## src/rtl/fetch_unit.sv

```systemverilog
// Instruction fetch unit: one-byte-wide fetch front end with a level-based
// memory handshake, a single output slot with stall/hold, and a two-state
// FETCH/DRAIN controller. DRAIN retires a request that was already issued
// before a jump, so the stale response is absorbed before the new fetch.
module fetch_unit #(
    parameter logic [7:0] RESET_PC = 8'h00
) (
    input  logic       Clk,
    input  logic       Clear,
    input  logic       Jump_Taken,
    input  logic [7:0] Jump_Address,
    input  logic       Stall,
    input  logic       Mem_Ack,
    input  logic [7:0] Mem_Data,
    output logic       Mem_Req,
    output logic [7:0] Mem_Addr,
    output logic [7:0] PC,
    output logic [7:0] Instruction,
    output logic       Inst_Valid
);

    localparam logic [0:0] FETCH = 1'b0;
    localparam logic [0:0] DRAIN = 1'b1;

    logic [0:0] state;
    logic [0:0] state_next;
    logic [7:0] fetch_pc;
    logic [7:0] fetch_pc_next;
    logic [7:0] redirect;
    logic [7:0] redirect_next;
    logic [7:0] pc_q;
    logic [7:0] pc_next;
    logic [7:0] inst_q;
    logic [7:0] inst_next;
    logic       valid_q;
    logic       valid_next;
    logic       transfer;
    logic       consumed;

    // Request is combinational in Clear so an asserted Clear drops it at once.
    always_comb begin
        if (state == DRAIN) begin
            Mem_Req = !Clear;
        end else begin
            Mem_Req = (!valid_q || !Stall) && !Clear;
        end
    end

    assign transfer    = Mem_Req && Mem_Ack;
    assign consumed    = valid_q && !Stall;
    assign Mem_Addr    = fetch_pc;
    assign PC          = pc_q;
    assign Instruction = inst_q;
    assign Inst_Valid  = valid_q;

    // Next-state decode: jumps outrank stalls, and a jump that meets an
    // outstanding (unacknowledged) request parks its target in redirect.
    always_comb begin
        state_next    = state;
        fetch_pc_next = fetch_pc;
        redirect_next = redirect;
        pc_next       = pc_q;
        inst_next     = inst_q;
        valid_next    = valid_q;

        if (state == DRAIN) begin
            valid_next = 1'b0;
            if (Mem_Ack) begin
                // Stale response is dropped; a same-edge jump beats the parked one.
                fetch_pc_next = Jump_Taken ? Jump_Address : redirect;
                state_next    = FETCH;
            end else if (Jump_Taken) begin
                redirect_next = Jump_Address;
            end
        end else begin
            if (Jump_Taken) begin
                valid_next = 1'b0;
                if (Mem_Req && !Mem_Ack) begin
                    // Address must stay put until the in-flight request is acked.
                    redirect_next = Jump_Address;
                    state_next    = DRAIN;
                end else begin
                    fetch_pc_next = Jump_Address;
                end
            end else if (transfer) begin
                inst_next     = Mem_Data;
                pc_next       = fetch_pc;
                valid_next    = 1'b1;
                fetch_pc_next = fetch_pc + 8'd1;
            end else if (consumed) begin
                valid_next = 1'b0;
            end
        end
    end

    // State registers with asynchronous Clear.
    always_ff @(posedge Clk or posedge Clear) begin
        if (Clear) begin
            state    <= FETCH;
            fetch_pc <= RESET_PC;
            redirect <= '0;
            pc_q     <= '0;
            inst_q   <= '0;
            valid_q  <= 1'b0;
        end else begin
            state    <= state_next;
            fetch_pc <= fetch_pc_next;
            redirect <= redirect_next;
            pc_q     <= pc_next;
            inst_q   <= inst_next;
            valid_q  <= valid_next;
        end
    end

endmodule

```

## config.mk

```make
export PLATFORM = sky130hd
export DESIGN_NAME = fetch_unit
export DESIGN_NICKNAME = d
export VERILOG_FILES = /design/src/rtl/fetch_unit.sv
export SDC_FILE = /design/constraint.sdc
export NUM_CORES = 1
export LEC_CHECK = 0
export CORE_MARGIN = 3
export CORE_UTILIZATION = 47
export DETAILED_ROUTE_END_ITERATION = 7
export PLACE_DENSITY_LB_ADDON = 0.25
export SLEW_MARGIN = 5
export SYNTH_ARGS = -nofsm -noshare
export SYNTH_HDL_FRONTEND = slang
export SYNTH_SLANG_ARGS = --single-unit
```

## constraint.sdc

```tcl
create_clock -name Clk -period 2.3 [get_ports Clk]
set_clock_uncertainty 0.15 [all_clocks]
set_input_delay 0.46 -clock Clk [delete_from_list [all_inputs] [get_ports Clk]]
set_output_delay 0.46 -clock Clk [all_outputs]
set_load 0.005 [all_outputs]
```

# Yosys cells after proc, flatten, opt, wreduce, memory -nomap -nowiden

Cells that the tools add are included.

Output and inout port bits: 26
Bits of input ports: 21
Logic and storage cells: 47
Flip-flop bits (word level): 34

Equality and inequality tests: 3
Add/subtract/negate cells: 1
Reduce and logical (&&, ||, !) cells: 16
Mux-type cells: 19
Bitwise logic cells: 2

Operator list:

| cell                                        | count |
|---|---|
| 2-to-1 mux 8 bit                            | 10 |
| 2-to-1 mux 1 bit                            | 9 |
| AND reduction 3 bit                         | 3 |
| adder 8 x 1 -> 8 bit, second input constant | 1 |
| logical AND 1 bit                           | 4 |
| logical NOT 1 bit                           | 4 |
| != test 2 bit, second input constant        | 2 |
| nonzero test 2 bit                          | 2 |
| nonzero test 4 bit                          | 1 |
| != test 3 bit, second input constant        | 1 |
| nonzero test 3 bit                          | 1 |
| NOT 1 bit                                   | 2 |
| logical OR 1 bit                            | 1 |

# Depth between registers and ports, before layout

Depth in word-level cells: 8
Gate-level depth with buffers: 6
Gate-level depth less buffers: 5

# Least setup slack after synthesis

OpenSTA, ideal clock, no wires.

Path kind: input -> register
Start point: input Stall
End point: register inst_q[4] (netlist: Instruction[4])
Arrival: 1.571 ns
Stages on the path: 6
Library setup time: 0.125 ns
Data required time: 2.025 ns
Path buffers: 2
Setup slack: 0.454 ns
Cell sequence: a21oi_2 > nand2_1 > or2_1 > buf_6 > buf_12 > mux2_4

Cells in the longest elaborated chain, start to end: 6

RTL lines:

| item                                 | line | source |
|---|---|---|
| start: declaration                   | 12   | `input logic Stall,` |
| logical NOT 1 bit                    | 45   | `Mem_Req = (!valid_q \|\| !Stall) && !Clear;` |
| logical OR 1 bit                     | 45   |  |
| logical AND 1 bit                    | 45   |  |
| 2-to-1 mux 1 bit                     | 42   | `if (state == DRAIN) begin` |
| logical AND 1 bit                    | 49   | `assign transfer = Mem_Req && Mem_Ack;` |
| AND reduction 3 bit (no source line) | -    |  |
| end signal: assignment               | 110  | `inst_q <= inst_next;` |
| end: declaration                     | 33   | `logic [7:0] inst_q;` |

No other way between the ends.
A chain may end at the register's enable or synchronous reset.

# Final worst setup path

Start point: input Stall
End point: output Mem_Req

Cells in the longest elaborated chain, start to end: 4

RTL lines:

| item              | line | source |
|---|---|---|
| logical NOT 1 bit | 45   |  |
| logical OR 1 bit  | 45   |  |
| logical AND 1 bit | 45   |  |
| 2-to-1 mux 1 bit  | 42   |  |
| end: declaration  | 15   | `output logic Mem_Req,` |

No other way between the ends.

==> results.md <==
- Post-CTS Setup Bufs: 0
- First-pass GRT wire length: about 6000 um
- Synth Area in Simple Gates: 7.739%
- Most frequent cells in the layout: clkdlybuf4s50_1 (46), dfrtp_1 (34), mux2_2 (16)
- Critical path capture point type: output pin
- Worst min path class: flip-flop to flip-flop
- Vias/cell: 5.395
- Max Buffers Root-to-Sink: 2
- DRT Pass-1 Iters: 4
- Max-Cap Viols: 0
- Drt drc: 0
- Diode count: 0
- Clock-pin slew on the worst setup and hold paths: 110 ps
- Total track usage: a little under a fifth
- Most common cell after layout, fill and taps aside: clkdlybuf4s50_1
- Pleak: 0.9900 nW
- Port Buffers: 46
- Setup ws final: roughly 44 ps
- Slew HR: 72.54%
- Sequential fraction of the synthesis area: 52.11%
- Post-DP HPWL: 2626 um
- Worst hold endpoint: Instruction[0]$_DFFE_PP0P_
- Die W: roughly 65 um
- Final Total Pwr: ~1.8 mW
- WP data required: 1690 ps
- Antenna viol nets, final: 0
- Hold Crit Depth: 1
- CTS Hold Bufs: 0
- DP Worst Slack: -23.31 ps
- RSZ-0062 raised after global routing: no
- RePlAce Congestion: 0.8098
- DRT Wirelength: 3446 um
- Placeable Area: around 3200 sq um
- Max Freq: 443.3 MHz
- Number of synthesized register bits: 34
- Root Driver: clkbuf_4
- Worst-path fanout max: 2
- Crit path largest cell delay: around 500 ps
- Syn Inst Count: 132
- Total die area: approximately 4200 sq um
- Max-slew violation count: 0
- Via Count: approximately 1300
- Final min period: ~2300 ps
- Mux contribution to synthesized area: 22.68%
- Startpoint types: input port
- Peak supply drop: 461.2 uV
- Nets: 210
- Die Y: between 60 and 70 um
- Num Clock Sinks: 34
- Hold wc startpoint: Instruction[0]$_DFFE_PP0P_
- Largest net degree at the start of global routing: 35
- Area growth from synthesis to layout: 37.24%
- Hold slack: 367.2 ps
- RR Startpoint: state$_DFF_PP0_
- Pwr Density: 812.7 nW/um^2
- Clk_lat worst skew: 340 ps
- Slowest CP cell: clkdlybuf4s50_1
- Slack of the worst reg-to-reg path: 430 ps
- Status: completed
- Total grt overflow: 0
- Least-Margin Pin Slew: 411.9 ps
- Setup TNS: 0 ps
- Critical path class: input port to output pin
- XOR/XNOR Fraction of Synth Area: less than 1%
- Share of cells above drive strength 1: between 20% and 30%
- R2R depth: 4
- Crit path cell chain: clkdlybuf4s50_1 > nand2_1 > nor2_1 > nor2_1 > clkdlybuf4s50_1
- Period utilization: a little over nine tenths
- Ports: 47
- Vias in the first global route: 1294
- Worst r2r dst: redirect[2]$_DFFE_PP0P_
- Setup-failing EPs final: 0
- Initial core utilization: 51.38%
- Synthesis Warnings: 0
- Antenna violations before repair: 0
- Finished Cell Area: around 2200 sq um
- Area of placed instances: ~2200 sq um
- Adder-cell share of the synthesized area: 0.7663%
- Largest family of logic cells by synthesized area: multiplexers
- CTS Buf Count: 5
- Synth Area per Inst: about 12 sq um
- Post-cts sizing count: 0
- Mapped Area: approximately 1600 sq um
- Row count: 20
- Distinct cells, synth: 34
- Avg WL per Cell: 14.79 um
- Arrival time worst endpoint: 1650 ps
- Syn nets: between 150 and 200
- Iteration-0 DRC count of the detailed router: 57
- H-tree Lvls: 2
- Fin. Hold Viols: 0
- CTS tree: done
- Synth Area in Compound Gates: 11.88%
- CP startpoint: Stall
## per-layer routing
layer  track usage (%)  part of all wire [%]  wire length [um]  up-vias
met5                 0                     0                 0        -
met1             22.74                    42              1437      608
met2             31.16                    50              1726       44
met3             5.026                   6.6               227        7
li1                  -                     -                 -      598
met4             8.179                   1.6                55        0
## cells in the mapped netlist (all sizes together)
library cell  count  area (sq um)
dfrtp            34         850.8
or3b              1         8.760
o21bai            1         7.510
nor2              7         26.28
nand3             3         15.01
nor3              1         5.000
mux2i             4         40.04
o41ai             1         8.760
mux2             26         330.3
clkbuf            2         7.510
buf               5         51.29
a221oi            2         17.52
o31ai             3         22.52
a21oi             6         33.78
ha                1         12.51
o21a              1         7.510
and3              2         12.51
inv               3         11.26
xor2              1         8.760
o2bb2ai           1         8.760
o32ai             2         17.52
a211oi            1         7.510
or2               2         15.02
nand2            10         37.54
o22ai             3         18.77
a22o              1         8.760
o21ai             7         35.03
nor2b             1         6.260
## flip-flops by register name (all words and copies together), names as in the netlist
register / flops
Mem_Addr: 8
redirect: 8
state: 1
PC: 8
Inst_Valid: 1
Instruction: 8
## logic make-up (layout without fill, tap and decap cells)
kind of cell | after synthesis | after routing
DFF | 34 | 34
muxes | 30 | 30
AOI/OAI and AO/OA | 29 | 29
and+or+nand+nor | 27 | 27
buffers and inverters | 10 | 67
adders and majority gates | 1 | 1
xor gates and xnor gates | 1 | 1
## power by group
group	switching, mW	internal [mW]	leakage, nW
clock	0.207	0.147	0.0343
combinational	0.191	0.419	0.541
sequential	0.113	0.744	0.414
## cell type report
cell class                 count  area [sq um]
fill                         235         937.1
multi-input combinational     88         711.9
clock buffer                   6         51.30
clock inverter                 2         12.51
inverter                       3         11.26
tap                           44         55.05
sequential                    34         850.8
timing repair buffer          56         548.0
## through the flow
step / cells / util [%]
after floorplan: 132 / -
after global placement: 225 / 68.50
after detailed placement: 225 / 68.50
after CTS: 233 / 70.51
after global routing: 233 / 70.51
final: 233 / 70.51
## worst max-delay path by stage
| stage | endpoint | slack [ps] |
|---|---|---|
| floorplan | Instruction[4]$_DFFE_PP0P_ | 450 |
| global placement | redirect[1]$_DFFE_PP0P_ | 30 |
| detailed placement | redirect[2]$_DFFE_PP0P_ | -20 |
| CTS | Mem_Req | 40 |
| global route | Mem_Req | 8 |
| finish | Mem_Req | 40 |
## worst max-delay path: cells and delay by family
| kind | cells | cell delay (ps) |
|---|---|---|
| buf+inv | 2 | 950 |
| simple gates | 3 | 220 |
Note: power is estimated with default switching activity, not from simulation.
